[src/rtl/timer_seq_pkg.sv]
// Shared types and constants for the oven countdown timer.
// State encodings, BCD limits and the digit width.
package timer_seq_pkg;

  localparam int DIGIT_W = 4;

  localparam logic [DIGIT_W-1:0] BCD_NINE     = 4'd9;
  localparam logic [DIGIT_W-1:0] SEC_TENS_MAX = 4'd5;

  typedef enum logic [1:0] {
    IDLE  = 2'd0,
    RUN   = 2'd1,
    PAUSE = 2'd2,
    ALARM = 2'd3
  } state_t;

endpackage

[src/rtl/mmss_bcd_counter.sv]
// Four-digit MM:SS BCD register with shift-in entry and countdown.
// Ports: clk/rst_n, shift_en+shift_digit (keypad), dec_en (1 s tick),
// clr (zero all), digit outputs, zero and last_sec (value is 00:01).
import timer_seq_pkg::*;

module mmss_bcd_counter (
  input  logic               clk,
  input  logic               rst_n,
  input  logic               shift_en,
  input  logic [DIGIT_W-1:0] shift_digit,
  input  logic               dec_en,
  input  logic               clr,
  output logic [DIGIT_W-1:0] min_tens,
  output logic [DIGIT_W-1:0] min_ones,
  output logic [DIGIT_W-1:0] sec_tens,
  output logic [DIGIT_W-1:0] sec_ones,
  output logic               zero,
  output logic               last_sec
);

  localparam logic [DIGIT_W-1:0] ONE = DIGIT_W'(1);

  logic [DIGIT_W-1:0] so_d, st_d, mo_d, mt_d;
  logic               b0, b1, b2;

  // Ripple borrow; seconds tens wraps to 5 so 01:90 counts
  // through :89..:00 before the minutes borrow.
  always_comb begin
    b0   = (sec_ones == '0);
    b1   = 1'b0;
    b2   = 1'b0;
    so_d = b0 ? BCD_NINE : sec_ones - ONE;
    st_d = sec_tens;
    mo_d = min_ones;
    mt_d = min_tens;
    if (b0) begin
      if (sec_tens == '0) begin
        st_d = SEC_TENS_MAX;
        b1   = 1'b1;
      end else begin
        st_d = sec_tens - ONE;
      end
    end
    if (b1) begin
      if (min_ones == '0) begin
        mo_d = BCD_NINE;
        b2   = 1'b1;
      end else begin
        mo_d = min_ones - ONE;
      end
    end
    if (b2) begin
      mt_d = (min_tens == '0) ? BCD_NINE
                              : min_tens - ONE;
    end
  end

  always_ff @(posedge clk or negedge rst_n) begin
    if (!rst_n) begin
      min_tens <= '0;
      min_ones <= '0;
      sec_tens <= '0;
      sec_ones <= '0;
    end else if (clr) begin
      min_tens <= '0;
      min_ones <= '0;
      sec_tens <= '0;
      sec_ones <= '0;
    end else if (shift_en) begin
      min_tens <= min_ones;
      min_ones <= sec_tens;
      sec_tens <= sec_ones;
      sec_ones <= shift_digit;
    end else if (dec_en) begin
      min_tens <= mt_d;
      min_ones <= mo_d;
      sec_tens <= st_d;
      sec_ones <= so_d;
    end
  end

  assign zero = (min_tens == '0) && (min_ones == '0)
             && (sec_tens == '0) && (sec_ones == '0);

  assign last_sec = (min_tens == '0) && (min_ones == '0)
                 && (sec_tens == '0) && (sec_ones == ONE);

endmodule

[src/rtl/timer_sequencer.sv]
// Oven countdown sequencer: keypad entry, run/pause/alarm FSM.
// Ports: clk100/clearn, D+loadn keypad, pgt_1Hz, startn/stopn,
// door_closed; enablen, MM:SS digits, mag_on, alarm, done, state_o.
import timer_seq_pkg::*;

module timer_sequencer #(
  parameter int ALARM_SECS   = 3,
  parameter int DEBOUNCE_CYC = 2
) (
  input  logic               clk100,
  input  logic               clearn,
  input  logic [DIGIT_W-1:0] D,
  input  logic               loadn,
  input  logic               pgt_1Hz,
  input  logic               startn,
  input  logic               stopn,
  input  logic               door_closed,
  output logic               enablen,
  output logic [DIGIT_W-1:0] min_tens,
  output logic [DIGIT_W-1:0] min_ones,
  output logic [DIGIT_W-1:0] sec_tens,
  output logic [DIGIT_W-1:0] sec_ones,
  output logic               mag_on,
  output logic               alarm,
  output logic               done,
  output logic [1:0]         state_o
);

  localparam int CW = $clog2(DEBOUNCE_CYC + 1);
  localparam int AW = $clog2(ALARM_SECS + 1);

  state_t        state, state_n;
  logic          loadn_q, ld_fall;
  logic [1:0]    btn_raw, btn_press;
  logic          start_p, stop_p;
  logic [AW-1:0] alarm_cnt;
  logic          shift_en, dec_en, clr;
  logic          zero, last_sec;

  assign btn_raw = {stopn, startn};

  // A level is accepted after DEBOUNCE_CYC consecutive samples
  // that disagree with the current accepted level.
  for (genvar g = 0; g < 2; g++) begin : g_db
    logic [CW-1:0] cnt;
    logic          db, db_q;

    always_ff @(posedge clk100 or negedge clearn) begin
      if (!clearn) begin
        cnt  <= '0;
        db   <= 1'b0;
        db_q <= 1'b0;
      end else begin
        db_q <= db;
        if (btn_raw[g] != db) begin
          if (cnt == CW'(DEBOUNCE_CYC - 1)) begin
            db  <= btn_raw[g];
            cnt <= '0;
          end else begin
            cnt <= cnt + CW'(1);
          end
        end else begin
          cnt <= '0;
        end
      end
    end

    assign btn_press[g] = db_q & ~db;
  end

  assign start_p = btn_press[0];
  assign stop_p  = btn_press[1];
  assign ld_fall = loadn_q & ~loadn;

  always_comb begin
    state_n  = state;
    shift_en = 1'b0;
    dec_en   = 1'b0;
    clr      = 1'b0;
    unique case (state)
      IDLE: begin
        if (stop_p) begin
          clr = 1'b1;
        end else if (start_p && door_closed && !zero) begin
          state_n = RUN;
        end else if (ld_fall && (D <= BCD_NINE)) begin
          shift_en = 1'b1;
        end
      end
      RUN: begin
        if (stop_p || !door_closed) begin
          state_n = PAUSE;
        end else if (pgt_1Hz) begin
          dec_en = 1'b1;
          if (last_sec) state_n = ALARM;
        end
      end
      PAUSE: begin
        if (stop_p) begin
          clr     = 1'b1;
          state_n = IDLE;
        end else if (start_p && door_closed) begin
          state_n = RUN;
        end
      end
      ALARM: begin
        if (stop_p) begin
          state_n = IDLE;
        end else if (pgt_1Hz
                  && alarm_cnt == AW'(ALARM_SECS - 1)) begin
          state_n = IDLE;
        end
      end
    endcase
  end

  always_ff @(posedge clk100 or negedge clearn) begin
    if (!clearn) begin
      state     <= IDLE;
      loadn_q   <= 1'b0;
      mag_on    <= 1'b0;
      done      <= 1'b0;
      alarm_cnt <= '0;
    end else begin
      state   <= state_n;
      loadn_q <= loadn;
      // Dropping in the same edge the FSM leaves RUN keeps
      // the magnetron off as soon as the door opens.
      mag_on  <= (state == RUN) && (state_n == RUN);
      done    <= (state_n == ALARM) && (state != ALARM);
      if (state != ALARM) begin
        alarm_cnt <= '0;
      end else if (pgt_1Hz) begin
        alarm_cnt <= alarm_cnt + AW'(1);
      end
    end
  end

  mmss_bcd_counter u_cnt (
    .clk         (clk100),
    .rst_n       (clearn),
    .shift_en    (shift_en),
    .shift_digit (D),
    .dec_en      (dec_en),
    .clr         (clr),
    .min_tens    (min_tens),
    .min_ones    (min_ones),
    .sec_tens    (sec_tens),
    .sec_ones    (sec_ones),
    .zero        (zero),
    .last_sec    (last_sec)
  );

  assign enablen = (state != IDLE);
  assign alarm   = (state == ALARM);
  assign state_o = state;

endmodule

[config.mk]
export PLATFORM = sky130hd
export DESIGN_NAME = timer_sequencer
export DESIGN_NICKNAME = d
export VERILOG_FILES = /design/src/rtl/timer_seq_pkg.sv /design/src/rtl/mmss_bcd_counter.sv /design/src/rtl/timer_sequencer.sv
export SDC_FILE = /design/constraint.sdc
export NUM_CORES = 1
export LEC_CHECK = 0
export ABC_AREA = 1
export CAP_MARGIN = 20
export CORE_MARGIN = 3
export CORE_UTILIZATION = 50
export CTS_BUF_LIST = sky130_fd_sc_hd__clkbuf_4 sky130_fd_sc_hd__clkbuf_8
export DETAILED_ROUTE_END_ITERATION = 10
export PLACE_DENSITY = 0.76
export SYNTH_ARGS = -nofsm -noshare
export SYNTH_HDL_FRONTEND = slang
export SYNTH_SLANG_ARGS = --single-unit
[constraint.sdc]
create_clock -name clk100 -period 2.8 [get_ports clk100]
set_clock_uncertainty 0.2 [all_clocks]
set_input_delay 0.7 -clock clk100 [delete_from_list [all_inputs] [get_ports clk100]]
set_output_delay 0.7 -clock clk100 [all_outputs]
set_load 0.05 [all_outputs]
==> key figures <==
Global routing
  – Grt ovf: 0
  – Total track usage: 0.214
  – Antenna violations before repair: 0
  – First-pass GRT wire length: 7.24 mm
  – Number of global-route vias before repair: 1,588
  – Largest net degree at the start of global routing: 32

Yosys
  – Syn_nets: 276
  – Synth unique cells: 26
  – Adder-Cell Fraction of Synth Area: 0.00666
  – Yosys warning total: 0
  – Mux share of post-synthesis cell area: 0
  – Simple-Gate Fraction of Synth Area: 0.416
  – Xor/xnor share of the synthesized area: 0.0140
  – Largest family of logic cells by synthesized area: simple AND/OR/NAND/NOR gates
  – Synth Instances: 264
  – Synth Area in Compound Gates: 0.0653
  – Mapped Area: 0.00188 mm2
  – Synth Area per Inst: 7.11 um2
  – Sequential fraction of the synthesis area: 0.413
  – Flops & latches, synth: 31

CTS
  – CTS Root Cell: clkbuf_8
  – Post-CTS Setup Inserts: 0
  – Worst-skew pair later-pin latency: 0.28 ns
  – Hold_buf cts: 0
  – CTS tree: yes
  – Reg clk slew, reported paths: 0.06 ns
  – Max H-tree Level: 2
  – Bufs on Longest Clock Path: 2
  – TritonCTS Buffers: 5
  – Post-CTS Resized: 0
  – Clk sinks: 31

Floorplanning
  – Die height: 67.3 um
  – Rows: 21
  – Total core area: 0.00347 mm2
  – Die width: 67.3 um
  – Die area: 0.00453 mm2
  – Initial Util: 0.541
  – I/O pin count: 33

STA
  – Slew HR: 0.664
  – Period utilisation layout: 0.947
  – RSZ-0062 raised after global routing: false
  – Fmax: 377 MHz
  – TNS Setup: 0 ns
  – Slew @ Worst Pin: 0.502 ns
  – Min Tclk post-route: 2.65 ns
  – Max-slew violations: 0
  – Count of final hold-check violations: 0
  – Final setup fails: 0
  – Hold_ws: 0.228 ns
  – Final worst slack: 0.148 ns

Critical path
  – Max FO, Critical Path: 6
  – Setup crit end kind: output port
  – Arr. time, crit path: 1.75 ns
  – Startpoint types: flip-flop
  – Data required, critical path: 1.90 ns
  – Critical path class: reg2out

Layout
  – Final-layout fill cell count: 316
  – Area of the multi-input gates: 942 um2
  – # diodes: 0
  – Layout cell share with drive strength beyond 1: 0.0930
  – Final core occ: 0.673
  – Area Growth Syn to Fin: 24.3%
  – Fin nets: 312
  – Reg area: 776 um2
  – Fin cells: 347

Placed design
  – Placed instance count: 339
  – Routability cong.: 0.895
  – Setup WS pre-CTS: 0.185 ns
  – Number of I/O port buffers: 32
  – Post-DP HPWL: 3.05 mm

Route
  – Number of detailed-route iterations in the first pass: 4
  – DR iter-0 viols: 170
  – Via count: 1,769
  – DR WL/cell: 11.7 um
  – DR vias/cell: 5.10
  – Antenna-violating nets left: 0
  – Detailed Route WL: 4.07 mm
  – DRC Markers: 0

Flow run
  – Max_cap viols: 0

Power
  – Max VDD drop: 0.617 mV
  – PwrDens: 1240 mW/mm2
  – Static leakage: 1.20 nW

Outcome
  – Outcome: finished clean

Worst hold path
  – Hold WC Path Type: reg2reg
==> worst paths after layout <==
check	start	to	slack (ns)	depth (start not counted)
worst max register to register	u_cnt.min_ones[1]$_DFFE_PN0P_	u_cnt.sec_ones[3]$_DFFE_PN0P_	0.73	10
worst min register to register	g_db[0].db$_DFFE_PN0P_	g_db[0].db_q$_DFF_PN0_	0.23	0
min in group asynchronous	clearn	g_db[0].cnt[0]$_DFF_PN0_	0.60	2
max in group asynchronous	clearn	u_cnt.min_tens[3]$_DFFE_PN0P_	1.52	2
worst min-delay path	g_db[0].db$_DFFE_PN0P_	g_db[0].db_q$_DFF_PN0_	0.23	0
worst max-delay path	state_o[0]$_DFF_PN0_	alarm	0.15	3
==> power breakdown <==
group | switching, mW | leakage, nW | internal, mW | total (mW)
Sequential | 0.203 | 0.401 | 0.606 | 0.809
Clock | 0.170 | 0.0505 | 0.223 | 0.393
Combinational | 1.13 | 0.746 | 0.567 | 1.70
==> area by class of cell <==
cell class,count,share of cell area
tap,46,0.0247
clock inverter,1,0.00322
sequential,31,0.332
timing repair buffer,34,0.144
clock buffer,7,0.0413
inverter,32,0.0514
multi-input combinational,196,0.404
==> metrics by stage <==
stage	total power [mW]	instance area, um2
floorplan	2.06	1880
global placement	2.50	2230
detailed placement	2.51	2230
CTS	2.91	2330
global route	3.17	2330
finish	2.90	2330
==> flip-flops by register name, indices dropped and copies added (netlist names) <==
| register | count |
|---|---|
| u_cnt.sec_ones | 4 |
| g_db.cnt | 4 |
| done | 1 |
| u_cnt.min_tens | 4 |
| alarm_cnt | 2 |
| loadn_q | 1 |
| g_db.db | 2 |
| u_cnt.min_ones | 4 |
| u_cnt.sec_tens | 4 |
| state_o | 2 |
| mag_on | 1 |
| g_db.db_q | 2 |
==> metal layers <==
metal  wire (um)  vias to the layer above  global-route usage  part of all wire
met5           0                        -                   0                 0
met4          68                        0              0.0810             0.017
met3         282                        7              0.0599             0.069
met2        1710                       50               0.302              0.42
met1        2010                      799               0.308              0.49
li1            -                      913                   -                 -
==> critical path: stages, from the launching register on <==
cell	delay, ns
dfrtp_1	0.44
nand2_1	0.10
inv_1	0.12
clkdlybuf4s50_1	0.81
==> cells in the final DEF, fill, tap and decap left out, drive strengths merged <==
cell	netlist	final
a21oi	6	6
and2	1	1
buf	5	2
clkbuf	0	7
clkdlybuf4s50	0	32
clkinvlp	0	1
dfrtp	31	31
ha	1	1
inv	32	32
nand2	97	97
nand3	42	42
nand3b	1	1
nand4	3	3
nor2	23	23
nor3	3	3
o211ai	1	1
o21a	1	1
o21ai	14	14
xnor2	2	2
xor2	1	1
==> cell families after synthesis <==
family / after synthesis
AOI/OAI and AO/OA: 22
xor gates and xnor gates: 3
adders and majority gates: 1
buffers and inverters: 37
DFF: 31
and+or+nand+nor: 170
==> cell usage after synthesis, drive strengths merged <==
cell type  number  share of area
nand3b          1         0.0040
nand3          42           0.11
xnor2           2         0.0093
ha              1         0.0067
nor2           23          0.067
o21ai          14          0.037
dfrtp          31           0.41
nand2          97           0.21
and2            1         0.0033
o211ai          1         0.0040
nand4           3          0.010
nor3            3         0.0080
buf             5          0.021
o21a            1         0.0040
xor2            1         0.0047
inv            32          0.064
a21oi           6          0.020
(Power assumes the default switching activity.)
